<file path="src/rtl/fetch_unit_if.sv">
// Instruction-memory bus between the fetch stage and imem: request channel plus in-order response channel.
interface fetch_unit_if #(
  parameter int unsigned WIDTH = 32
);
  logic             imem_req_valid;
  logic             imem_req_ready;
  logic [WIDTH-1:0] imem_req_addr;
  logic             imem_rsp_valid;
  logic [31:0]      imem_rsp_data;

  modport master (
    output imem_req_valid,
    output imem_req_addr,
    input  imem_req_ready,
    input  imem_rsp_valid,
    input  imem_rsp_data
  );

  modport slave (
    input  imem_req_valid,
    input  imem_req_addr,
    output imem_req_ready,
    output imem_rsp_valid,
    output imem_rsp_data
  );
endinterface

</file>
<file path="src/rtl/fetch_unit.sv">
// IF stage: fetch PC, imem request issue, circular fetch buffer and redirect flush with stale-response dropping.
module fetch_unit #(
  parameter int unsigned      WIDTH           = 32,
  parameter logic [WIDTH-1:0] RESET_PC        = '0,
  parameter int unsigned      FBUF_DEPTH      = 4,
  parameter int unsigned      MAX_OUTSTANDING = 4
) (
  input  logic             clk,
  input  logic             rst,
  input  logic             PCSel_EX,
  input  logic [WIDTH-1:0] target_EX,
  input  logic             stall_ID,
  fetch_unit_if.master     imem,
  output logic             valid_IF,
  output logic [31:0]      instr_IF,
  output logic [WIDTH-1:0] pc_IF
);

  localparam int unsigned PTR_W = $clog2(FBUF_DEPTH);
  localparam int unsigned CNT_W = $clog2(MAX_OUTSTANDING + 1);
  localparam logic [31:0] NOP   = 32'h0000_0013;

  logic [WIDTH-1:0]      pc_mem    [FBUF_DEPTH];
  logic [31:0]           instr_mem [FBUF_DEPTH];
  logic [FBUF_DEPTH-1:0] filled_q, filled_d;
  logic [PTR_W:0]        alloc_q, alloc_d;
  logic [PTR_W:0]        fill_q, fill_d;
  logic [PTR_W:0]        head_q, head_d;
  logic [CNT_W-1:0]      live_q, live_d;
  logic [CNT_W-1:0]      drop_q, drop_d;
  logic [WIDTH-1:0]      pc_q, pc_d;

  logic [PTR_W:0]   occupancy;
  logic [CNT_W:0]   inflight;
  logic [PTR_W-1:0] alloc_idx, fill_idx, head_idx;
  logic             req_fire, rsp_known, rsp_fill, head_ok, consume;
  logic             unused_tgt;

  assign unused_tgt = ^target_EX[1:0];

  assign alloc_idx = alloc_q[PTR_W-1:0];
  assign fill_idx  = fill_q[PTR_W-1:0];
  assign head_idx  = head_q[PTR_W-1:0];
  assign occupancy = alloc_q - head_q;
  assign inflight  = {1'b0, live_q} + {1'b0, drop_q};

  // Request issue is independent of stall_ID; a full buffer or full in-flight budget holds it off.
  assign imem.imem_req_valid = !rst && !PCSel_EX &&
                               (occupancy < (PTR_W+1)'(FBUF_DEPTH)) &&
                               (inflight < (CNT_W+1)'(MAX_OUTSTANDING));
  assign imem.imem_req_addr  = pc_q;

  assign req_fire  = imem.imem_req_valid && imem.imem_req_ready;
  // Responses with nothing outstanding are protocol errors and are ignored.
  assign rsp_known = imem.imem_rsp_valid && (inflight != '0);
  assign rsp_fill  = rsp_known && !PCSel_EX && (drop_q == '0);

  assign head_ok  = (occupancy != '0) && filled_q[head_idx];
  assign valid_IF = head_ok && !PCSel_EX;
  assign consume  = valid_IF && !stall_ID;
  assign instr_IF = valid_IF ? instr_mem[head_idx] : NOP;
  assign pc_IF    = valid_IF ? pc_mem[head_idx] : '0;

  // Next-state: redirect flushes the buffer and moves live requests to the drop pool.
  always_comb begin
    pc_d     = pc_q;
    alloc_d  = alloc_q;
    fill_d   = fill_q;
    head_d   = head_q;
    filled_d = filled_q;
    live_d   = live_q;
    drop_d   = drop_q;
    if (PCSel_EX) begin
      pc_d     = {target_EX[WIDTH-1:2], 2'b00};
      alloc_d  = '0;
      fill_d   = '0;
      head_d   = '0;
      filled_d = '0;
      live_d   = '0;
      drop_d   = drop_q + live_q - CNT_W'(rsp_known);
    end else begin
      if (req_fire) begin
        pc_d    = pc_q + WIDTH'(4);
        alloc_d = alloc_q + (PTR_W+1)'(1);
      end
      if (rsp_known) begin
        if (drop_q != '0) begin
          drop_d = drop_q - CNT_W'(1);
        end else begin
          fill_d             = fill_q + (PTR_W+1)'(1);
          filled_d[fill_idx] = 1'b1;
        end
      end
      if (consume) begin
        head_d             = head_q + (PTR_W+1)'(1);
        filled_d[head_idx] = 1'b0;
      end
      live_d = live_q + CNT_W'(req_fire) - CNT_W'(rsp_fill);
    end
  end

  // Control state register with synchronous reset.
  always_ff @(posedge clk) begin
    if (rst) begin
      pc_q     <= RESET_PC;
      alloc_q  <= '0;
      fill_q   <= '0;
      head_q   <= '0;
      filled_q <= '0;
      live_q   <= '0;
      drop_q   <= '0;
    end else begin
      pc_q     <= pc_d;
      alloc_q  <= alloc_d;
      fill_q   <= fill_d;
      head_q   <= head_d;
      filled_q <= filled_d;
      live_q   <= live_d;
      drop_q   <= drop_d;
    end
  end

  // Buffer payload: PC captured at accept, instruction at fill; validity lives in filled_q.
  always_ff @(posedge clk) begin
    if (req_fire) pc_mem[alloc_idx] <= pc_q;
    if (rsp_fill) instr_mem[fill_idx] <= imem.imem_rsp_data;
  end

endmodule

</file>
<file path="src/flat_wrapper.sv">
// flat-port wrapper written by rule: the top's interface ports become plain ports
module fetch_unit_flat 
#(
  parameter int unsigned      WIDTH           = 32,
  parameter logic [WIDTH-1:0] RESET_PC        = '0,
  parameter int unsigned      FBUF_DEPTH      = 4,
  parameter int unsigned      MAX_OUTSTANDING = 4
)
  (clk, rst, PCSel_EX, target_EX, stall_ID, valid_IF, instr_IF, pc_IF, imem_imem_req_valid, imem_imem_req_addr, imem_imem_req_ready, imem_imem_rsp_valid, imem_imem_rsp_data);
  fetch_unit_if #(.WIDTH(WIDTH)) imem_i ();
  input  logic clk;
  input  logic rst;
  input  logic PCSel_EX;
  input  logic [WIDTH-1:0] target_EX;
  input  logic stall_ID;
  output logic valid_IF;
  output logic [31:0] instr_IF;
  output logic [WIDTH-1:0] pc_IF;
  output wire logic [$bits(imem_i.imem_req_valid)-1:0] imem_imem_req_valid;
  output wire logic [$bits(imem_i.imem_req_addr)-1:0] imem_imem_req_addr;
  input wire logic [$bits(imem_i.imem_req_ready)-1:0] imem_imem_req_ready;
  input wire logic [$bits(imem_i.imem_rsp_valid)-1:0] imem_imem_rsp_valid;
  input wire logic [$bits(imem_i.imem_rsp_data)-1:0] imem_imem_rsp_data;
  assign imem_imem_req_valid = imem_i.imem_req_valid;
  assign imem_imem_req_addr = imem_i.imem_req_addr;
  assign imem_i.imem_req_ready = imem_imem_req_ready;
  assign imem_i.imem_rsp_valid = imem_imem_rsp_valid;
  assign imem_i.imem_rsp_data = imem_imem_rsp_data;
  fetch_unit #(.WIDTH(WIDTH), .RESET_PC(RESET_PC), .FBUF_DEPTH(FBUF_DEPTH), .MAX_OUTSTANDING(MAX_OUTSTANDING)) u_core (.clk(clk), .rst(rst), .PCSel_EX(PCSel_EX), .target_EX(target_EX), .stall_ID(stall_ID), .imem(imem_i), .valid_IF(valid_IF), .instr_IF(instr_IF), .pc_IF(pc_IF));
endmodule
</file>
<file path="config.mk">
export PLATFORM = sky130hd
export DESIGN_NAME = fetch_unit_flat
export DESIGN_NICKNAME = d
export VERILOG_FILES = /design/src/rtl/fetch_unit_if.sv /design/src/rtl/fetch_unit.sv /design/src/flat_wrapper.sv
export SDC_FILE = /design/constraint.sdc
export NUM_CORES = 1
export LEC_CHECK = 0
export ABC_AREA = 1
export BUFFER_PORTS_ARGS = -buffer_cell sky130_fd_sc_hd__buf_2
export CAP_MARGIN = 20
export CORE_UTILIZATION = 56
export CTS_CLUSTER_SIZE = 16
export DETAILED_ROUTE_END_ITERATION = 10
export GPL_TIMING_DRIVEN = 1
export HOLD_SLACK_MARGIN = 0.02
export PLACE_DENSITY = 0.76
export SYNTH_ARGS = -nofsm -noshare
export SYNTH_HDL_FRONTEND = slang
export SYNTH_SLANG_ARGS = --single-unit
</file>
<file path="constraint.sdc">
create_clock -name clk -period 4.7 [get_ports clk]
set_input_delay 0.94 -clock clk [delete_from_list [all_inputs] [get_ports clk]]
set_output_delay 0.94 -clock clk [all_outputs]
set_load 0.1 [all_outputs]
</file>
# --- After elaboration in Yosys (flattened, before gate mapping) ---
# Memories as Yosys holds them, arrays and structs flattened. A register that Yosys moved wholly into a read port is not among the register bits.
# Cells that the tools add are included.
totals:
  ram_bits: 256
  word_cells: 81
  mem_count: 2
  regBits: 51
memory_table:
  columns: ["name", "words", "width", "rd", "rd_ports_with_merged_regs", "write_ports", "line_no", "source"]
  rows:
  - ["u_core.instr_mem", 4, 32, 1, 1, 1, "fetch_unit.sv:24", "logic [31:0] instr_mem [FBUF_DEPTH];"]
  - ["u_core.pc_mem", 4, 32, 1, 1, 1, "fetch_unit.sv:23", "logic [WIDTH-1:0] pc_mem [FBUF_DEPTH];"]
op_classes:
  order_cmp: 6
  n_reduce_logical: 25
  n_bitwise: 4
  n_addsub: 11
  muxes: 25
op_table:
  columns: ["operator", "count"]
  rows:
  - ["$mux 32", 4]
  - ["$add 32x3->32 const B", 1]
  - ["$mux 4", 4]
  - ["$logic_and 1x1->1", 12]
  - ["$add 3x1->3 const B", 3]
  - ["$mux 3", 3]
  - ["$mux 2", 4]
  - ["$mux 1", 7]
  - ["$lt 2x3->1 const B", 2]
  - ["$reduce_bool 2->1", 3]
  - ["$reduce_bool 3->1", 2]
  - ["$sub 3x1->3", 2]
  - ["$add 3x3->4", 1]
  - ["$and 4x4->4", 1]
  - ["$demux 1 s2", 2]
  - ["$ge 2x1->1 const B", 2]
  - ["$lt 4x3->1 const B", 1]
  - ["$not 4->4", 1]
  - ["$or 4x4->4", 1]
  - ["$reduce_and 2->1", 2]
  - ["$reduce_bool 4->1", 1]
  - ["$add 3x1->3", 1]
  - ["$add 3x3->3", 1]
  - ["$logic_not 1->1", 3]
  - ["7 further kinds", 7]

# --- Longest topological paths before layout ---
# Gate-level depths: netlist of run 1.
depth:
  ltp_word: 10
  depth_mapped: 18

# --- Least setup slack after synthesis of run 1 ---
# No wires, ideal clock.
synth_path:
  kind: "in2out"
  from: "input port PCSel_EX"
  to: "output port instr_IF[0]"
  stages: 6
  t_arrival_ps: 3401
  path_buffers: 2
  slack_ps: 359
  cell_sequence: "clkbuf_1 > a21oi_1 > nand2_1 > buf_2 > inv_1 > o221ai_1"
synth_via:
  elab_chain_cells: 3
synth_lines:
  columns: ["item", "line_no", "source"]
  rows:
  - ["start, declared", "flat_wrapper.sv:13", "input logic PCSel_EX;"]
  - ["$logic_not 1->1", "fetch_unit.sv:59", "assign valid_IF = head_ok && !PCSel_EX;"]
  - ["$logic_and 1x1->1", "fetch_unit.sv:59", null]
  - ["net valid_IF", "flat_wrapper.sv:16", "output logic valid_IF;"]
  - ["$mux 32", "fetch_unit.sv:61", "assign instr_IF = valid_IF ? instr_mem[head_idx] : NOP;"]
  - ["end, declared", "flat_wrapper.sv:17", "output logic [31:0] instr_IF;"]
# The timed path passes the listed nets, and every way through them passes these cells.

# --- Worst setup path after layout of run 1 ---
layout_path:
  from: "register u_core.alloc_q[0]"
  to: "output port pc_IF[11]"
layout_via:
  elab_chain_cells: 5
layout_lines:
  columns: ["item", "line_no", "source"]
  rows:
  - ["start, declared", "fetch_unit.sv:26", "logic [PTR_W:0] alloc_q, alloc_d;"]
  - ["start signal, assigned", "fetch_unit.sv:114", "alloc_q <= alloc_d;"]
  - ["$sub 3x3->3", "fetch_unit.sv:44", "assign occupancy = alloc_q - head_q;"]
  - ["$reduce_bool 3->1", "fetch_unit.sv:58", "assign head_ok = (occupancy != '0) && filled_q[head_idx];"]
  - ["$logic_and 1x1->1", "fetch_unit.sv:58", null]
  - ["$logic_and 1x1->1", "fetch_unit.sv:59", null]
  - ["$mux 32", "fetch_unit.sv:62", "assign pc_IF = valid_IF ? pc_mem[head_idx] : '0;"]
  - ["end, declared", "flat_wrapper.sv:18", "output logic [WIDTH-1:0] pc_IF;"]
# No other way between the ends.

==> results of run 1 <==
[cells in the final DEF, fill, tap and decap left out, types with 3 or more instances in the layout]
cell type	instances
a21oi_1	87
buf_2	161
buf_4	17
bufinv_16	3
clkbuf_1	10
clkbuf_16	30
clkbuf_8	4
clkinv_2	6
conb_1	4
dfxtp_1	48
edfxtp_1	248
fa_1	4
ha_1	24
inv_1	82
nand2_1	205
nand3_1	70
nand4_1	4
nor2_1	312
nor2_2	8
o21ai_0	143
o21bai_1	4
o221ai_1	3
xnor2_1	4
xor2_1	8
[cells by family after synthesis]
| logic type | count (synthesis) |
|---|---|
| DFF | 298 |
| and+or+nand+nor | 611 |
| AOI/OAI and AO/OA | 241 |
| adders and majority gates | 28 |
| xor gates and xnor gates | 13 |
| buffers and inverters | 154 |
| other | 1 |
[sequential cells by signal, summed over array words and instances (netlist names), named ones only]
signal	count
u_core.head_q	3
u_core.drop_q	3
u_core.instr_mem	128
u_core.fill_q	2
u_core.live_q	3
u_core.pc_mem	120
u_core.alloc_q	3
u_core.filled_q	4
u_core.imem.imem_req_addr	30
[worst register-to-register path, stage by stage, from the launching register on]
cell,delay [ns]
dfxtp_1,0.39
ha_1,0.20
inv_1,0.06
fa_1,0.41
xor2_2,0.20
nand4_1,0.09
nand2_1,0.07
nor2_1,0.46
nand2_1,0.34
inv_1,0.12
ha_1,0.12
inv_1,0.04
ha_1,0.20
fa_1,0.38
xnor2_1,0.17
xor2_1,0.17
nor2_1,0.05
[through the flow]
step           cells  setup WS [ns]  hold WS [ns]
2_1_floorplan   1349         0.3586        0.4515
3_3_place_gp    1779          1.091        0.4634
3_5_place_dp    1779          1.048        0.4795
4_1_cts         1835         0.4686        0.4941
5_1_grt         1835         0.2811        0.5219
6_report        1835         0.5298        0.4885
[synthesized netlist by cell type]
library cell     n  area (µm²)
a21oi_1         87       435.4
a31o_2           1       8.760
buf_1           11       41.29
buf_2            4       20.02
buf_4            4       30.03
buf_6            6       67.56
clkbuf_1        41       153.9
clkbuf_2         1       5.000
clkbuf_8         1       13.76
clkinv_1         1       3.750
conb_1           1       3.750
dfxtp_1         50        1001
dlygate4sd1_1    1       8.760
edfxtp_1       248        7447
fa_1             4       80.08
ha_1            24       300.3
inv_1           82       307.8
inv_2            2       7.510
nand2_1        206       773.2
nand2_4          2       22.52
nand3_1         70       350.3
nand3_2          2       20.02
nand3b_1         1       7.510
nand4_1          4       25.02
nor2_1         319        1197
nor2_2           1       6.260
nor2_4           1       11.26
nor3_1           2       10.01
nor3_2           1       10.01
nor3_4           1       16.27
o211ai_1         2       15.01
o21ai_0        143       715.7
o21ai_1          1       5.000
o21bai_1         4       30.03
o221ai_1         3       26.28
or2_2            1       6.260
xnor2_1          4       35.03
xor2_1           8       70.07
xor2_2           1       16.27
[power breakdown]
group | internal, µW | total, µW | leakage [µW] | switching, µW
Sequential | 2940 | 3000 | 0.00266 | 65.8
Clock | 1410 | 2360 | 0.000489 | 952
Combinational | 140 | 517 | 0.00284 | 378
[path summary, 6_finish.rpt]
path | from | slack [ns] | cells past startpoint | end
worst max register to register | u_core.drop_q[0] | 1.11 | 16 | u_core.live_q[2]
worst min register to register | u_core.filled_q[1] | 0.49 | 2 | u_core.filled_q[1]
worst min-delay path | u_core.filled_q[1] | 0.49 | 2 | u_core.filled_q[1]
worst max-delay path | u_core.alloc_q[0] | 0.53 | 10 | pc_IF[11]
[area by class of cell]
type | instances | area (µm²) | share of cell area, %
Multi-Input combinational cell | 897 | 4229 | 27.52
Tap cell | 319 | 399.1 | 2.598
Inverter | 85 | 319.1 | 2.076
Clock buffer | 44 | 843.3 | 5.488
Timing Repair Buffer | 180 | 973.4 | 6.335
Sequential cell | 298 | 8453 | 55.01
Clock inverter | 12 | 148.9 | 0.9690
[routing by layer]
metal	up-vias	GRT usage, %	share of wire [%]
met3	61	3.583	7.5
met1	4623	30.93	42
met4	0	7.610	2.6
met2	376	42.05	48
li1	4811	-	-
met5	-	0	0
==> flow_summary_export.csv, run 1 <==
group,metric,value,unit
outcome,status,"finished clean",
logic_synthesis,syn_area,13310,µm²
worst_setup_path,worst_ep_required_time,3.76,ns
drt,wl_per_cell,16.13,µm
worst_setup_path,path_buf_inv,4,
logic_synthesis,synth_xor_area_share,0.9122,%
worst_setup_path,cp-end-kind,"output pin",
worst_setup_path,crit_path_max_fanout,22,
timing,fmax,239.8,MHz
logic_synthesis,ys_warn_count,0,
drt,drtIter0Drc,759,
power,p_leak,0.005995,µW
logic_synthesis,synthAdderAreaFrac,2.859,%
cts,clk_latency,0.55,ns
timing,setup_tns,0,ns
cts,cts_root_buf,"clkbuf_16",
cts,clk_pin_slew,0.06,ns
worst_setup_path,crit_path_start_kind,"register",
worst_setup_path,worstPathCellList,"inv_1 > ha_1 > fa_1 > inv_1 > nand2_1 > nand4_1 > nand2_2 > buf_4 > a21oi_1 > buf_2",
floorplan,start_util,56.85,%
timing,layout_min_cycle_time,4.170,ns
worst_setup_path,crit_type,"register to output pin",
floorplan,rows,56,
cells_and_area,nets,1590,
cts,cts_tree,"done",
grt,gr-total-overflow,0,
cells_and_area,syn_to_final_growth,15.49,%
cts,cts_resized,0,
worst_setup_path,arrival,3.23,ns
place,placed_area,14370,µm²
min_path,hp-class,"register to register",
grt,grt_pass1_vias,9235,
cts,postCtsSetupBuffers,0,
drt,drcViolationCount,0,
grt,antenna_found_initial,0,
logic_synthesis,synth-compound-area-share,9.291,%
logic_synthesis,syn_area_per_cell,9.885,µm²
place,dp_hpwl,17.99,mm
cells_and_area,fin_util,65.66,%
cts,htreeDepth,1,
cells_and_area,diodes,0,
cells_and_area,final_area,15370,µm²
drt,postRouteAntennaNets,0,
logic_synthesis,synth_cell_types,39,
place,port_buffers,161,
grt,grtUsageTotal,24.10,%
worst_setup_path,cp_common_cell,"inv_1",
worst_setup_path,critPathTopFamily,"buffers and inverters",
grt,grt_pass1_wl,45.70,mm
timing,rsz0062_at_grt,"no",
floorplan,die-area,24380,µm²
floorplan,die_w,156.1,µm
logic_synthesis,ys_seq_area_share,63.49,%
worst_setup_path,cp_slowest_cell,"buf_2",
drt,dr_total_vias,9871,
timing,max_slew.worst_pin.slew,0.8853,ns
logic_synthesis,synthMuxAreaShare,0,%
worst_setup_path,slowest_delay,0.49,ns
timing,layout_worst_path_cycle_share,88.73,%
place,gp_congestion,0.9040,
timing,finalHoldViolCount,0,
cells_and_area,layout-drive-gt1-share,16.36,%
timing,setup_viol,0,
cts,cts_buffer_depth,3,
power,finalPower,5878,µW
grt,grt_max_degree,65,
cells_and_area,n_fill_cell,1832,
power,vdd_drop_max,282.0,µV
run,max_cap_viol_count,0,
power,cellPowerDensity,382.5,nW/µm²
logic_synthesis,yosys_register_bits,298,
drt,drt-vias-per-instance,5.379,
cts,cts_sinks,298,
timing,skew,0.01248,ns
cts,cts_buffers,30,
timing,slew_viol_final,0,
floorplan,die_y,156.1,µm
logic_synthesis,synth_top_family_by_area,"simple AND/OR/NAND/NOR gates",
drt,firstDrtPassIters,7,
logic_synthesis,synth_simple_gate_area_share,18.46,%
floorplan,ios,168,
timing,relSlewSlack,40.89,%
logic_synthesis,syn-instance-count,1346,
drt,wl,29.59,mm
cts,cts_hold_buf,0,
floorplan,core_area,23400,µm²
Power figures use the tool's default switching activity.
==> run 2: changes to the inputs <==
--- a/config.mk
+++ b/config.mk
@@ -8,12 +8,12 @@
 export ABC_AREA = 1
 export BUFFER_PORTS_ARGS = -buffer_cell sky130_fd_sc_hd__buf_2
 export CAP_MARGIN = 20
-export CORE_UTILIZATION = 56
+export CORE_UTILIZATION = 45
 export CTS_CLUSTER_SIZE = 16
 export DETAILED_ROUTE_END_ITERATION = 10
 export GPL_TIMING_DRIVEN = 1
 export HOLD_SLACK_MARGIN = 0.02
-export PLACE_DENSITY = 0.76
+export PLACE_DENSITY = 0.64
 export SYNTH_ARGS = -nofsm -noshare
 export SYNTH_HDL_FRONTEND = slang
 export SYNTH_SLANG_ARGS = --single-unit
==> run 2 against run 1 <==
Power shrank 1.4%. Combinational power grew 1%. Register-to-register slack lost 0.07 ns. Sequential share of layout area shrank 0.19 points.
==> flow_summary_export.csv, run 2 (synthesized netlist as in run 1, its figures left out) <==
group,metric,value,unit
cts,cts_hold_buf,0,
cts,cts_sinks,298,
timing,max_slew.worst_pin.slew,0.8397,ns
cts,cts_root_buf,"clkbuf_16",
cells_and_area,syn_to_final_growth,15.88,%
worst_setup_path,crit_path_end,"pc_IF[14]",
drt,firstDrtPassIters,6,
timing,setup_tns,0,ns
timing,setup_viol,0,
drt,drt-vias-per-instance,5.110,
power,cellPowerDensity,375.9,nW/µm²
drt,drcViolationCount,0,
worst_setup_path,worstPathCellList,"inv_1 > ha_1 > fa_1 > inv_1 > nand2_1 > nand4_1 > nand2_2 > buf_4 > a21oi_1 > buf_2",
grt,grt_pass1_wl,49.27,mm
place,gp_congestion,0.8510,
drt,dr_total_vias,9698,
drt,drtIter0Drc,699,
grt,grtUsageTotal,20.56,%
cts,postCtsSetupBuffers,0,
cells_and_area,mostFrequentLayoutCells,"nor2_1 (312), edfxtp_1 (248), nand2_1 (205)",
cells_and_area,final_area,15420,µm²
floorplan,die-area,30260,µm²
run,max_cap_viol_count,0,
timing,layout_min_cycle_time,4.170,ns
cells_and_area,largest_reg_flops,128,
drt,postRouteAntennaNets,0,
outcome,status,"finished clean",
floorplan,start_util,46.11,%
cells_and_area,layout-drive-gt1-share,15.98,%
cells_and_area,final_common_cell,"nor2_1",
cts,cts_buffer_depth,3,
worst_setup_path,path_buf_inv,4,
grt,gr-total-overflow,0,
worst_setup_path,slowest_delay,0.50,ns
cells_and_area,fin_util,53.43,%
power,vdd_drop_max,315.1,µV
worst_setup_path,rr_startpoint,"u_core.drop_q[0]",
place,port_buffers,161,
place,dp_hpwl,18.94,mm
worst_setup_path,cp_common_cell,"inv_1",
worst_setup_path,startpoint,"u_core.alloc_q[0]",
worst_setup_path,critPathTopFamily,"buffers and inverters",
floorplan,ios,168,
grt,grt_max_degree,75,
worst_setup_path,rrSetupSlack,1.04,ns
worst_setup_path,arrival,3.23,ns
cells_and_area,diodes,0,
worst_setup_path,cp-end-kind,"output pin",
timing,finalHoldViolCount,0,
floorplan,die_w,174.0,µm
floorplan,die_y,174.0,µm
cells_and_area,nets,1591,
place,dp_cells,1844,
cts,cts_tree,"done",
timing,relSlewSlack,44.02,%
cts,clk_pin_slew,0.06,ns
timing,skew,0.009314,ns
worst_setup_path,worst_ep_required_time,3.76,ns
timing,slew_viol_final,0,
worst_setup_path,crit_type,"register to output pin",
grt,grt_pass1_vias,9327,
worst_setup_path,crit_path_max_fanout,34,
cts,cts_buffers,31,
worst_setup_path,cp_num_cells,10,
floorplan,core_area,28860,µm²
worst_setup_path,r2r_end,"u_core.live_q[2]",
cts,clk_latency,0.55,ns
worst_setup_path,cp_slowest_cell,"buf_2",
min_path,hp-class,"register to register",
drt,wl,31.18,mm
cells_and_area,regMostFlops,"u_core.instr_mem",
cells_and_area,layout.cells.non_filler,1898,
place,placed_area,14490,µm²
timing,layout_worst_path_cycle_share,88.72,%
worst_setup_path,crit_path_start_kind,"register",
cts,htreeDepth,1,
worst_setup_path,r2r_cells,16,
cts,cts_resized,0,
drt,wl_per_cell,16.43,µm
timing,fmax,239.8,MHz
floorplan,rows,62,
timing,rsz0062_at_grt,"no",
power,p_leak,0.005951,µW
grt,antenna_found_initial,0,
-- run 2: changes by cell type in the layout (fill, tap and decap cells not counted), moves of 2 or more --
cell        before  now
nor2_2           8    4
clkinv_2         6    3
clkinvlp_4       0    2
clkinv_1         2    5
nor2_4           1    5
clkbuf_8         4    0
-- run 2: routing by layer --
layer	part of all wire (%)	GRT usage [%]
met1	45	28.02
met4	1.5	4.678
met3	5.4	2.690
met5	0	0
met2	48	35.03
-- run 2: area by class of cell --
type	instances	area (µm²)
multi-input combinational	897	4249
timing repair buffer	180	985.9
inverter	85	319.1
tap	384	480.5
sequential	298	8453
fill	2607	13440
clock buffer	42	817.0
clock inverter	12	113.9
-- run 2: per-stage QoR --
stage                     power (µW)  setup slack, ns  hold slack (ns)
after detailed placement        3583            1.017           0.4785
after global placement          3568            1.093           0.4673
after floorplan                 3442           0.3586           0.4515
final                           5796           0.5302           0.4900
after global routing            6004           0.3350           0.5293
after CTS                       5842           0.5225           0.4938
-- run 2: power breakdown --
| group | total [µW] | leakage, µW | switching (µW) | internal, µW |
|---|---|---|---|---|
| Combinational | 523 | 0.00284 | 383 | 140 |
| Sequential | 3000 | 0.00266 | 68.3 | 2940 |
| Clock | 2270 | 0.000446 | 953 | 1320 |
| Total | 5800 | 0.00595 | 1400 | 4390 |
-- run 2: worst register-to-register path: cells and delay by family, from the launching register on --
kind	cells	cell delay [ns]
AND/OR/NAND/NOR	5	1.11
buffers and inverters	3	0.24
adder cells (fa/ha/maj)	5	1.30
flip-flops	1	0.39
XOR/XNOR	3	0.52
-- run 2: how the worst min path moves through the flow --
stage | start | to | slack (ns) | depth (start not counted)
finish | u_core.filled_q[3] | u_core.filled_q[3] | 0.49 | 2
global route | u_core.filled_q[1] | u_core.filled_q[1] | 0.53 | 2
CTS | u_core.filled_q[2] | u_core.filled_q[2] | 0.49 | 2
detailed placement | u_core.filled_q[2] | u_core.filled_q[2] | 0.48 | 2
global placement | u_core.filled_q[3] | u_core.filled_q[3] | 0.47 | 2
floorplan | u_core.filled_q[1] | u_core.filled_q[1] | 0.45 | 2
==> run 3: changes to the inputs <==
--- a/config.mk
+++ b/config.mk
@@ -9,6 +9,7 @@
 export BUFFER_PORTS_ARGS = -buffer_cell sky130_fd_sc_hd__buf_2
 export CAP_MARGIN = 20
 export CORE_UTILIZATION = 45
+export CTS_BUF_LIST = sky130_fd_sc_hd__clkbuf_2
 export CTS_CLUSTER_SIZE = 16
 export DETAILED_ROUTE_END_ITERATION = 10
 export GPL_TIMING_DRIVEN = 1
==> constraint.sdc (replaced) <==
create_clock -name clk -period 4.7 [get_ports clk]
set_input_delay 0.94 -clock clk [delete_from_list [all_inputs] [get_ports clk]]
set_output_delay 0.94 -clock clk [all_outputs]
set_load 0.01 [all_outputs]
==> run 3 against run 2 <==
Combinational power shrank 26%. Via count grew 3.5%. Largest power group unchanged. Power shrank 11%. Sequential power is essentially flat. Clock power shrank 22%.
==> flow_summary_export.csv, run 3 (synthesized netlist as in run 1, its figures left out) <==
group,metric,value,unit
outcome,status,"finished clean",
cells_and_area,fin_util,52.71,%
drt,wl,31.85,mm
drt,drtIter0Drc,643,
grt,grt_max_degree,89,
timing,setup_tns,0,ns
grt,grt_pass1_wl,50.30,mm
cells_and_area,n_fill_cell,2654,
cells_and_area,layout-drive-gt1-share,20.49,%
cells_and_area,syn_to_final_growth,14.32,%
timing,relSlewSlack,42.56,%
drt,wl_per_cell,16.08,µm
drt,postRouteAntennaNets,0,
worst_setup_path,worst_ep_required_time,3.76,ns
cells_and_area,nets,1635,
worst_setup_path,worstPathCellList,"inv_1 > ha_1 > fa_1 > nand3_1 > nand4_1 > nand2_2 > buf_12 > inv_1 > o221ai_1 > buf_2",
floorplan,die_w,174.0,µm
place,port_buffers,161,
timing,finalHoldViolCount,0,
worst_setup_path,slowest_delay,0.39,ns
cts,postCtsSetupBuffers,0,
power,p_leak,0.006047,µW
worst_setup_path,cp_slowest_cell,"fa_1",
floorplan,rows,62,
power,vdd_drop_max,168.5,µV
timing,fmax,247.5,MHz
cells_and_area,seq_area,8453,µm²
grt,grtUsageTotal,21.25,%
cts,htreeDepth,3,
worst_setup_path,cp_common_cell,"inv_1",
power,cellPowerDensity,339.5,nW/µm²
worst_setup_path,crit_path_start_kind,"register",
cts,cts_buffer_depth,3,
floorplan,ios,168,
floorplan,core_area,28860,µm²
run,max_cap_viol_count,0,
cells_and_area,regMostFlops,"u_core.instr_mem",
worst_setup_path,cp-end-kind,"output pin",
cells_and_area,final_common_cell,"nor2_1",
timing,max_slew.worst_pin.slew,0.8616,ns
cts,clk_latency,0.88,ns
cts,cts_sinks,298,
worst_setup_path,arrival,3.10,ns
drt,dr_total_vias,10030,
timing,rsz0062_at_grt,"no",
cts,clk_pin_slew,0.12,ns
timing,skew,0.09539,ns
timing,layout_min_cycle_time,4.040,ns
cts,cts_resized,0,
grt,grt_pass1_vias,9592,
worst_setup_path,crit_path_max_fanout,60,
floorplan,die-area,30260,µm²
cells_and_area,mostFrequentLayoutCells,"nor2_1 (312), edfxtp_1 (248), nand2_1 (205)",
floorplan,start_util,46.11,%
place,dp_hpwl,18.93,mm
drt,firstDrtPassIters,5,
timing,setup_viol,0,
cells_and_area,largest_reg_flops,128,
worst_setup_path,crit_type,"register to output pin",
cts,cts_tree,"done",
cts,cts_root_buf,"clkbuf_2",
cts,cts_hold_buf,0,
grt,gr-total-overflow,0,
timing,slew_viol_final,0,
place,gp_congestion,0.8493,
min_path,hp-class,"primary input to register",
drt,drt-vias-per-instance,5.065,
timing,layout_worst_path_cycle_share,85.97,%
drt,drcViolationCount,0,
cells_and_area,multi_input_area,4249,µm²
grt,antenna_found_initial,1,
cts,cts_buffers,78,
floorplan,die_y,174.0,µm
[run 3: changes by cell type in the layout (fill, tap and decap cells not counted), moves of 3 or more]
cell       delta
buf_4         -5
clkbuf_1     -11
clkbuf_16    -31
clkbuf_2    +120
clkinv_1      +8
clkinv_2      -3
[run 3: per-layer routing]
metal  routed length, µm  up-vias  share of wire, %  global-route usage (%)
met2               15060      338                47                   34.35
met3                1954       58               6.1                   3.718
met4                 631        0               2.0                   7.895
li1                    -     4976                 -                       -
met5                   0        -                 0                       0
met1               14200     4662                45                   28.71
[run 3: final cells by class]
class	instances	area share [%]
well taps	384	3.159
inverters	85	2.098
clock inverters	19	0.7732
repair buffers	177	6.498
flip-flops and latches	298	55.57
multi-input cells	897	27.93
diodes	1	0.01645
clock buffers	120	3.948
[run 3: path summary, 6_finish.rpt]
check / startpoint / end / depth (start not counted) / slack (ns)
worst max-delay path: u_core.alloc_q[0] / instr_IF[4] / 10 / 0.66
worst max register to register: u_core.drop_q[0] / u_core.live_q[2] / 16 / 0.92
worst min-delay path: imem_imem_rsp_data[7] / u_core.instr_mem[2][7] / 1 / 0.27
worst min register to register: u_core.filled_q[1] / u_core.filled_q[1] / 2 / 0.49
[run 3: per-stage QoR]
stage / total power [µW] / hold slack, ns / std cells / setup slack [ns] / area [µm²]
3_3_place_gp: 3435 / 0.4658 / 1841 / 1.078 / 14490
4_1_cts: 5228 / 0.1505 / 1980 / 0.5407 / 15210
5_1_grt: 5427 / 0.1659 / 1981 / 0.4062 / 15210
3_5_place_dp: 3449 / 0.4705 / 1841 / 0.9543 / 14490
6_report: 5165 / 0.2674 / 1981 / 0.6595 / 15210
2_1_floorplan: 3305 / 0.4515 / 1349 / 1.108 / 13320
[run 3: power breakdown]
part           total [µW]  switching (µW)  leakage, µW  internal [µW]
registers            3000            68.5      0.00266           2930
clock network        1780            1040     0.000541            733
logic                 389             247      0.00284            142
total                5160            1360      0.00605           3810
[run 3: critical path, delay by kind of cell, from the launching register on]
family / cells / cell delay (ns)
AO/OA/AOI/OAI: 1 / 0.13
AND/OR/NAND/NOR: 3 / 0.42
adder cells (fa/ha/maj): 2 / 0.59
flip-flops: 1 / 0.37
buffers and inverters: 4 / 0.79
